===== config.mk =====
export PLATFORM = sky130hd
export DESIGN_NAME = fetch_stage_flat
export DESIGN_NICKNAME = d
export VERILOG_FILES = /design/src/rtl/brisc_pkg.sv /design/src/rtl/fetch_stage_if.sv /design/src/rtl/fetch_stage_fd_reg.sv /design/src/rtl/fetch_stage.sv /design/src/flat_wrapper.sv
export SDC_FILE = /design/constraint.sdc
export NUM_CORES = 1
export LEC_CHECK = 0
export CORE_ASPECT_RATIO = 0.6
export CORE_UTILIZATION = 65
export DETAILED_ROUTE_END_ITERATION = 8
export DONT_BUFFER_PORTS = 1
export PLACE_DENSITY = 0.81
export SLEW_MARGIN = 40
export SYNTH_ARGS = -nofsm -noshare
export SYNTH_HDL_FRONTEND = slang
export SYNTH_SLANG_ARGS = --single-unit

===== constraint.sdc =====
create_clock -name clk -period 10.3 [get_ports clk]
set_input_delay 2.06 -clock clk [delete_from_list [all_inputs] [get_ports clk]]
set_output_delay 2.06 -clock clk [all_outputs]
set_load 0.02 [all_outputs]

===== src/rtl/brisc_pkg.sv =====
// Shared types and constants for the brisc pipeline.
package brisc_pkg;

    localparam int          XLEN_DEF     = 32;
    localparam logic [31:0] RESET_PC_DEF = 32'h0000_1000;
    // addi x0, x0, 0
    localparam logic [31:0] NOP_INSTR    = 32'h0000_0013;

    // Next-PC source chosen by the hazard/branch logic.
    typedef enum logic {
        PC_PLUS4 = 1'b0,
        FROM_EX  = 1'b1
    } pc_src_e;

    // Fetch miss-handling FSM.
    typedef enum logic [1:0] {
        RUN    = 2'd0,
        WAIT   = 2'd1,
        SQUASH = 2'd2
    } fetch_state_e;

endpackage


===== src/rtl/fetch_stage_if.sv =====
// Instruction-cache request/response bundle between fetch and the I-cache.
interface fetch_stage_if #(
    parameter int XLEN = 32
);
    logic            icache_req_out;
    logic [XLEN-1:0] icache_addr_out;
    logic            icache_ready_in;
    logic [31:0]     icache_instr_in;

    modport master (
        output icache_req_out,
        output icache_addr_out,
        input  icache_ready_in,
        input  icache_instr_in
    );

    modport slave (
        input  icache_req_out,
        input  icache_addr_out,
        output icache_ready_in,
        output icache_instr_in
    );
endinterface


===== src/rtl/fetch_stage_fd_reg.sv =====
// F/D pipeline register: flush beats stall beats load; non-delivered loads
// become NOP bubbles so decode never sees a stale word.
module fd_reg
    import brisc_pkg::*;
#(
    parameter int XLEN = 32
) (
    input  logic            clk,
    input  logic            reset,
    input  logic            flush,
    input  logic            stall,
    input  logic            load_valid,
    input  logic [31:0]     load_instr,
    input  logic [XLEN-1:0] load_pc,
    output logic            valid,
    output logic [31:0]     instr,
    output logic [XLEN-1:0] pc,
    output logic [XLEN-1:0] pc_plus4
);

    // Register update with flush > stall > load priority.
    always_ff @(posedge clk or posedge reset) begin
        if (reset) begin
            valid    <= 1'b0;
            instr    <= NOP_INSTR;
            pc       <= '0;
            pc_plus4 <= '0;
        end else if (flush) begin
            valid    <= 1'b0;
            instr    <= NOP_INSTR;
            pc       <= '0;
            pc_plus4 <= '0;
        end else if (!stall) begin
            valid    <= load_valid;
            instr    <= load_valid ? load_instr : NOP_INSTR;
            pc       <= load_valid ? load_pc : '0;
            pc_plus4 <= load_valid ? load_pc + XLEN'(4) : '0;
        end
    end

endmodule


===== src/rtl/fetch_stage.sv =====
// Fetch stage: PC register, I-cache request, miss FSM and the F/D register.
module fetch_stage
    import brisc_pkg::*;
#(
    parameter int              XLEN     = 32,
    parameter logic [XLEN-1:0] RESET_PC = XLEN'(RESET_PC_DEF)
) (
    input  logic               clk,
    input  logic               reset,
    input  logic               stall_F_in,
    input  logic               stall_D_in,
    input  logic               flush_D_in,
    input  pc_src_e            pc_src_in,
    input  logic [XLEN-1:0]    pc_target_EX_in,
    fetch_stage_if.master      icache,
    output logic [31:0]        instr_D_out,
    output logic [XLEN-1:0]    pc_D_out,
    output logic [XLEN-1:0]    pc_plus4_D_out,
    output logic               valid_D_out,
    output logic               miss_busy_out
);

    fetch_state_e    state, state_n;
    logic [XLEN-1:0] pc, pc_n;
    logic [XLEN-1:0] saved_target, saved_target_n;
    logic            deliver;
    logic            redirect;
    logic            ready;

    assign redirect = (pc_src_in == FROM_EX);
    assign ready    = icache.icache_ready_in;

    // The PC never moves while a miss is outstanding, so it is also the held
    // miss address in SQUASH; the redirect target waits in saved_target.
    assign icache.icache_req_out  = ~reset;
    assign icache.icache_addr_out = pc;
    assign miss_busy_out          = (state != RUN);

    // State, PC and pending-redirect registers.
    always_ff @(posedge clk or posedge reset) begin
        if (reset) begin
            state        <= RUN;
            pc           <= RESET_PC;
            saved_target <= '0;
        end else begin
            state        <= state_n;
            pc           <= pc_n;
            saved_target <= saved_target_n;
        end
    end

    // Next-state, next-PC and delivery decision.
    always_comb begin
        state_n        = state;
        pc_n           = pc;
        saved_target_n = saved_target;
        deliver        = 1'b0;
        case (state)
            RUN: begin
                if (redirect) begin
                    if (ready) begin
                        pc_n = pc_target_EX_in;
                    end else begin
                        saved_target_n = pc_target_EX_in;
                        state_n        = SQUASH;
                    end
                end else if (!ready) begin
                    state_n = WAIT;
                end else if (!stall_F_in) begin
                    deliver = 1'b1;
                    pc_n    = pc + XLEN'(4);
                end
            end
            WAIT: begin
                if (redirect) begin
                    saved_target_n = pc_target_EX_in;
                    state_n        = SQUASH;
                end else if (ready) begin
                    state_n = RUN;
                    if (!stall_F_in && !stall_D_in) begin
                        deliver = 1'b1;
                        pc_n    = pc + XLEN'(4);
                    end
                end
            end
            SQUASH: begin
                if (redirect) begin
                    saved_target_n = pc_target_EX_in;
                end
                if (ready) begin
                    pc_n    = redirect ? pc_target_EX_in : saved_target;
                    state_n = RUN;
                end
            end
            default: begin
                state_n = RUN;
            end
        endcase
    end

    fd_reg #(.XLEN(XLEN)) u_fd_reg (
        .clk        (clk),
        .reset      (reset),
        .flush      (flush_D_in),
        .stall      (stall_D_in),
        .load_valid (deliver),
        .load_instr (icache.icache_instr_in),
        .load_pc    (pc),
        .valid      (valid_D_out),
        .instr      (instr_D_out),
        .pc         (pc_D_out),
        .pc_plus4   (pc_plus4_D_out)
    );

endmodule

===== src/flat_wrapper.sv =====
// flat-port wrapper written by rule: the top's interface ports become plain ports
module fetch_stage_flat import brisc_pkg::*;
#(
    parameter int              XLEN     = 32,
    parameter logic [XLEN-1:0] RESET_PC = XLEN'(RESET_PC_DEF)
)
  (clk, reset, stall_F_in, stall_D_in, flush_D_in, pc_src_in, pc_target_EX_in, instr_D_out, pc_D_out, pc_plus4_D_out, valid_D_out, miss_busy_out, icache_icache_req_out, icache_icache_addr_out, icache_icache_ready_in, icache_icache_instr_in);
  fetch_stage_if #(.XLEN(XLEN)) icache_i ();
  input  logic clk;
  input  logic reset;
  input  logic stall_F_in;
  input  logic stall_D_in;
  input  logic flush_D_in;
  input  pc_src_e pc_src_in;
  input  logic [XLEN-1:0] pc_target_EX_in;
  output logic [31:0] instr_D_out;
  output logic [XLEN-1:0] pc_D_out;
  output logic [XLEN-1:0] pc_plus4_D_out;
  output logic valid_D_out;
  output logic miss_busy_out;
  output wire logic [$bits(icache_i.icache_req_out)-1:0] icache_icache_req_out;
  output wire logic [$bits(icache_i.icache_addr_out)-1:0] icache_icache_addr_out;
  input wire logic [$bits(icache_i.icache_ready_in)-1:0] icache_icache_ready_in;
  input wire logic [$bits(icache_i.icache_instr_in)-1:0] icache_icache_instr_in;
  assign icache_icache_req_out = icache_i.icache_req_out;
  assign icache_icache_addr_out = icache_i.icache_addr_out;
  assign icache_i.icache_ready_in = icache_icache_ready_in;
  assign icache_i.icache_instr_in = icache_icache_instr_in;
  fetch_stage #(.XLEN(XLEN), .RESET_PC(RESET_PC)) u_core (.clk(clk), .reset(reset), .stall_F_in(stall_F_in), .stall_D_in(stall_D_in), .flush_D_in(flush_D_in), .pc_src_in(pc_src_in), .pc_target_EX_in(pc_target_EX_in), .icache(icache_i), .instr_D_out(instr_D_out), .pc_D_out(pc_D_out), .pc_plus4_D_out(pc_plus4_D_out), .valid_D_out(valid_D_out), .miss_busy_out(miss_busy_out));
endmodule

==> results.md <==
* Status: complete, no violations
* Overflow after GRT at 0
* Critical path type: input port to output pin
* Initial Util at 0.679
* Yosys top cell by area: dfrtp_1
* Final Hold Viols at 0
* Post-CTS Setup Inserts at 0
* Initial antenna violation count at 0
* Post-synth EDFFs at 0
* Final Max Tran Viols at 0
* Crit path cell chain: inv_8
* Num CTS Buffers at 17
* CP max stage cell: inv_8
* Critical path's top delay family: buffers and inverters
* Type of the worst min-delay path: flip-flop to flip-flop
* CTS tree: built
* Clock sinks at 161
* Worst setup EP type: output pin
* Area contributors post-synth: dfrtp_1 (50%), a22o_1 (6.9%), mux2_2 (5.5%), o21ai_0 (4.3%), nand2_1 (3.1%)
* Seq/Total Area, Yosys at 0.516
* Final core utilization at 0.735
* Leak at 0.00363 uW
* Clk root buf: clkbuf_16
* Port bufs at 0
* Final setup fails at 0
* Row Count at 30
* Slew headroom at 0.428
* Via-to-Cell Ratio at 7.11
* Initial DRC Count at 1063
* Vias at 6321
* Fmax at 218 MHz
* Number of max-cap violations at 0
* Netlist Area Pre-Place at 0.00782 mm2
* I/O pin cnt at 202
* Post-synth top area share at 0.502
* Worst Path Max Fanout at 98
* Setup crit start kind: input port
* Gp weighted congestion at 0.909
* Post-Syn Nets at 823
* WP data required at 8240 ps
* Final min period at 4580 ps
* # hold bufs at CTS at 0
* Wirelength, routed at 22.2 mm
* Cts repair resizes at 0
* Die area at 0.0125 mm2
* Area grow syn2layout at 8.25%
* Top FF cell, synth: dfrtp_1
* Die W at 144 um
* Setup TNS at 0 ps
* Worst skew pair latency at 430 ps
* Flops & latches, synth at 161
* Die H at 87.0 um
* RSZ-0062 raised after global routing: false
* Crit share post-route at 0.445
* Largest net degree at the start of global routing at 99
* Max clock buf depth at 2
* WL/cell at 25.0 um
* Synthesized instance count at 747
* Reg clk slew, reported paths at 60 ps
* FF-to-FF setup slack at 7300 ps
* Clk_skew at 10.1 ps
* First-pass DRT Iterations at 5
* Fraction of layout cells with a size suffix above 1 at 0.140
* Synth cell types at 62
* Htree depth at 4
* Avg Cell Area, Syn at 10.5 um2
* Arrival @ worst endpoint at 2520 ps
* Worst vdd ir at 253 uV
* Nets at 793
* Yosys warns at 0
* HPWL Detailed at 15.0 mm
* Pwr Density at 307 mW/mm2
* Vias in the first global route at 5963
* CP Buf/Inv Count at 1
* Hold WS at 505 ps
* Post-route antenna net violation count at 0
* Core region area at 0.0115 mm2
* Antenna diodes at 0
* Max stage delay on crit path at 450 ps
* First-pass GRT wire length at 33.1 mm
* DRC at 0
* Gr usage total at 0.358
* Post-synth ARST share at 1.00
* Worst-Margin Slew at 853 ps
==> final cells by class <==
cell class / instances / area, um2
clock buffers: 17 / 425
repair buffers: 12 / 97.6
clock inverters: 14 / 144
flip-flops and latches: 161 / 4030
multi-input cells: 508 / 3500
fillers: 782 / 3060
inverters: 17 / 71.3
well taps: 160 / 200
==> synthesized netlist by cell type (all sizes together), types with 2 or more instances <==
library cell  instances
nor4                  6
nand4                16
a21oi                26
nor3                 14
o211ai                3
nor2b                 5
o31a                  8
nand2b                7
nand3                10
a22oi                18
o22a                  3
clkbuf               47
o22ai                 7
mux2i                14
a211oi                3
xnor2                14
dfstp                 4
inv                  17
a31oi                 9
nand3b                3
o2bb2ai               3
o21ai                68
o21a                  3
a311oi                3
and3                  5
a31o                  2
a22o                 62
ha                    5
mux2                 38
or3                   7
a221oi                4
or4                   2
nand2                64
and2                  3
o211a                 2
dfrtp               157
buf                  14
or2                   5
o31ai                 3
xor2                  8
a2bb2oi               3
a21o                  5
a222oi                3
nor2                 31
==> final timing paths <==
path / start / endpoint / cells after the start
min reg2reg: u_core.saved_target[3]$_DFFE_PP0P_ / u_core.saved_target[3]$_DFFE_PP0P_ / 1
max in group asynchronous: reset / u_core.icache.icache_addr_out[14]$_DFFE_PP0P_ / 2
min: u_core.saved_target[3]$_DFFE_PP0P_ / u_core.saved_target[3]$_DFFE_PP0P_ / 1
max: reset / icache_icache_req_out / 1
min in group asynchronous: reset / u_core.u_fd_reg.pc_plus4[30]$_DFFE_PP0P_ / 1
max reg2reg: u_core.icache.icache_addr_out[2]$_DFFE_PP0P_ / u_core.icache.icache_addr_out[18]$_DFFE_PP0P_ / 6
==> report_power, final <==
part / switching, uW / internal [uW] / total [uW]
Sequential: 295 / 774 / 1070
Clock: 275 / 339 / 614
Combinational: 556 / 363 / 919
==> layout by cell type (no fill, tap or decap), types with 7 or more instances in the layout <==
master	count
a31oi_1	9
a22oi_1	18
buf_4	10
o22ai_1	7
nand2b_1	7
inv_1	16
nand3_1	10
nor3_1	12
nand4_1	16
or3_1	7
xor2_1	8
a21oi_1	26
a22o_1	62
o31a_1	8
nor2_1	30
xnor2_1	14
mux2_2	38
mux2i_1	14
clkbuf_16	17
o21ai_0	67
dfrtp_1	157
nand2_1	64
==> logic make-up (layout without fill, tap and decap cells) <==
logic type / after synthesis / in the layout / share of synthesized area
AOI/OAI and AO/OA: 246 / 246 / 0.222
and+or+nand+nor: 183 / 183 / 0.116
DFF: 161 / 161 / 0.516
buffers and inverters: 78 / 60 / 0.0416
muxes: 52 / 52 / 0.0726
adders and majority gates: 5 / 5 / 0.00800
xor gates and xnor gates: 22 / 22 / 0.0246
==> sequential cells by signal, summed over array words and instances, names as in the netlist <==
signal / count
u_core.u_fd_reg.pc_plus4: 30
u_core.icache.icache_addr_out: 32
u_core.saved_target: 32
u_core.u_fd_reg.valid: 1
u_core.state: 2
u_core.u_fd_reg.instr: 32
u_core.u_fd_reg.pc: 32
==> worst register-to-register path, cell delays in order (launching register included) <==
cell and delay [ps]:
dfrtp_1 770, ha_1 460, nand4_1 240, nor4_1 680, nor3b_1 350, o21ai_0 180
a22oi_1 240
==> layer usage <==
layer | vias up | part of all wire | global-route usage
met5 | - | 0 | 0
met4 | 0 | 0.020 | 0.135
met3 | 48 | 0.14 | 0.125
met2 | 448 | 0.43 | 0.517
met1 | 3106 | 0.41 | 0.498
li1 | 2719 | - | -
==> through the flow <==
step | power, uW | std cells | area, um2 | setup WS (ps)
6_report | 2600 | 889 | 8470 | 5720
5_1_grt | 2710 | 889 | 8470 | 5610
4_1_cts | 2570 | 889 | 8460 | 5530
3_5_place_dp | 1950 | 858 | 7890 | 5530
3_3_place_gp | 1890 | 858 | 7880 | 5550
2_1_floorplan | 1690 | 747 | 7820 | 2760
No activity file was read; power rests on OpenSTA's default activity.
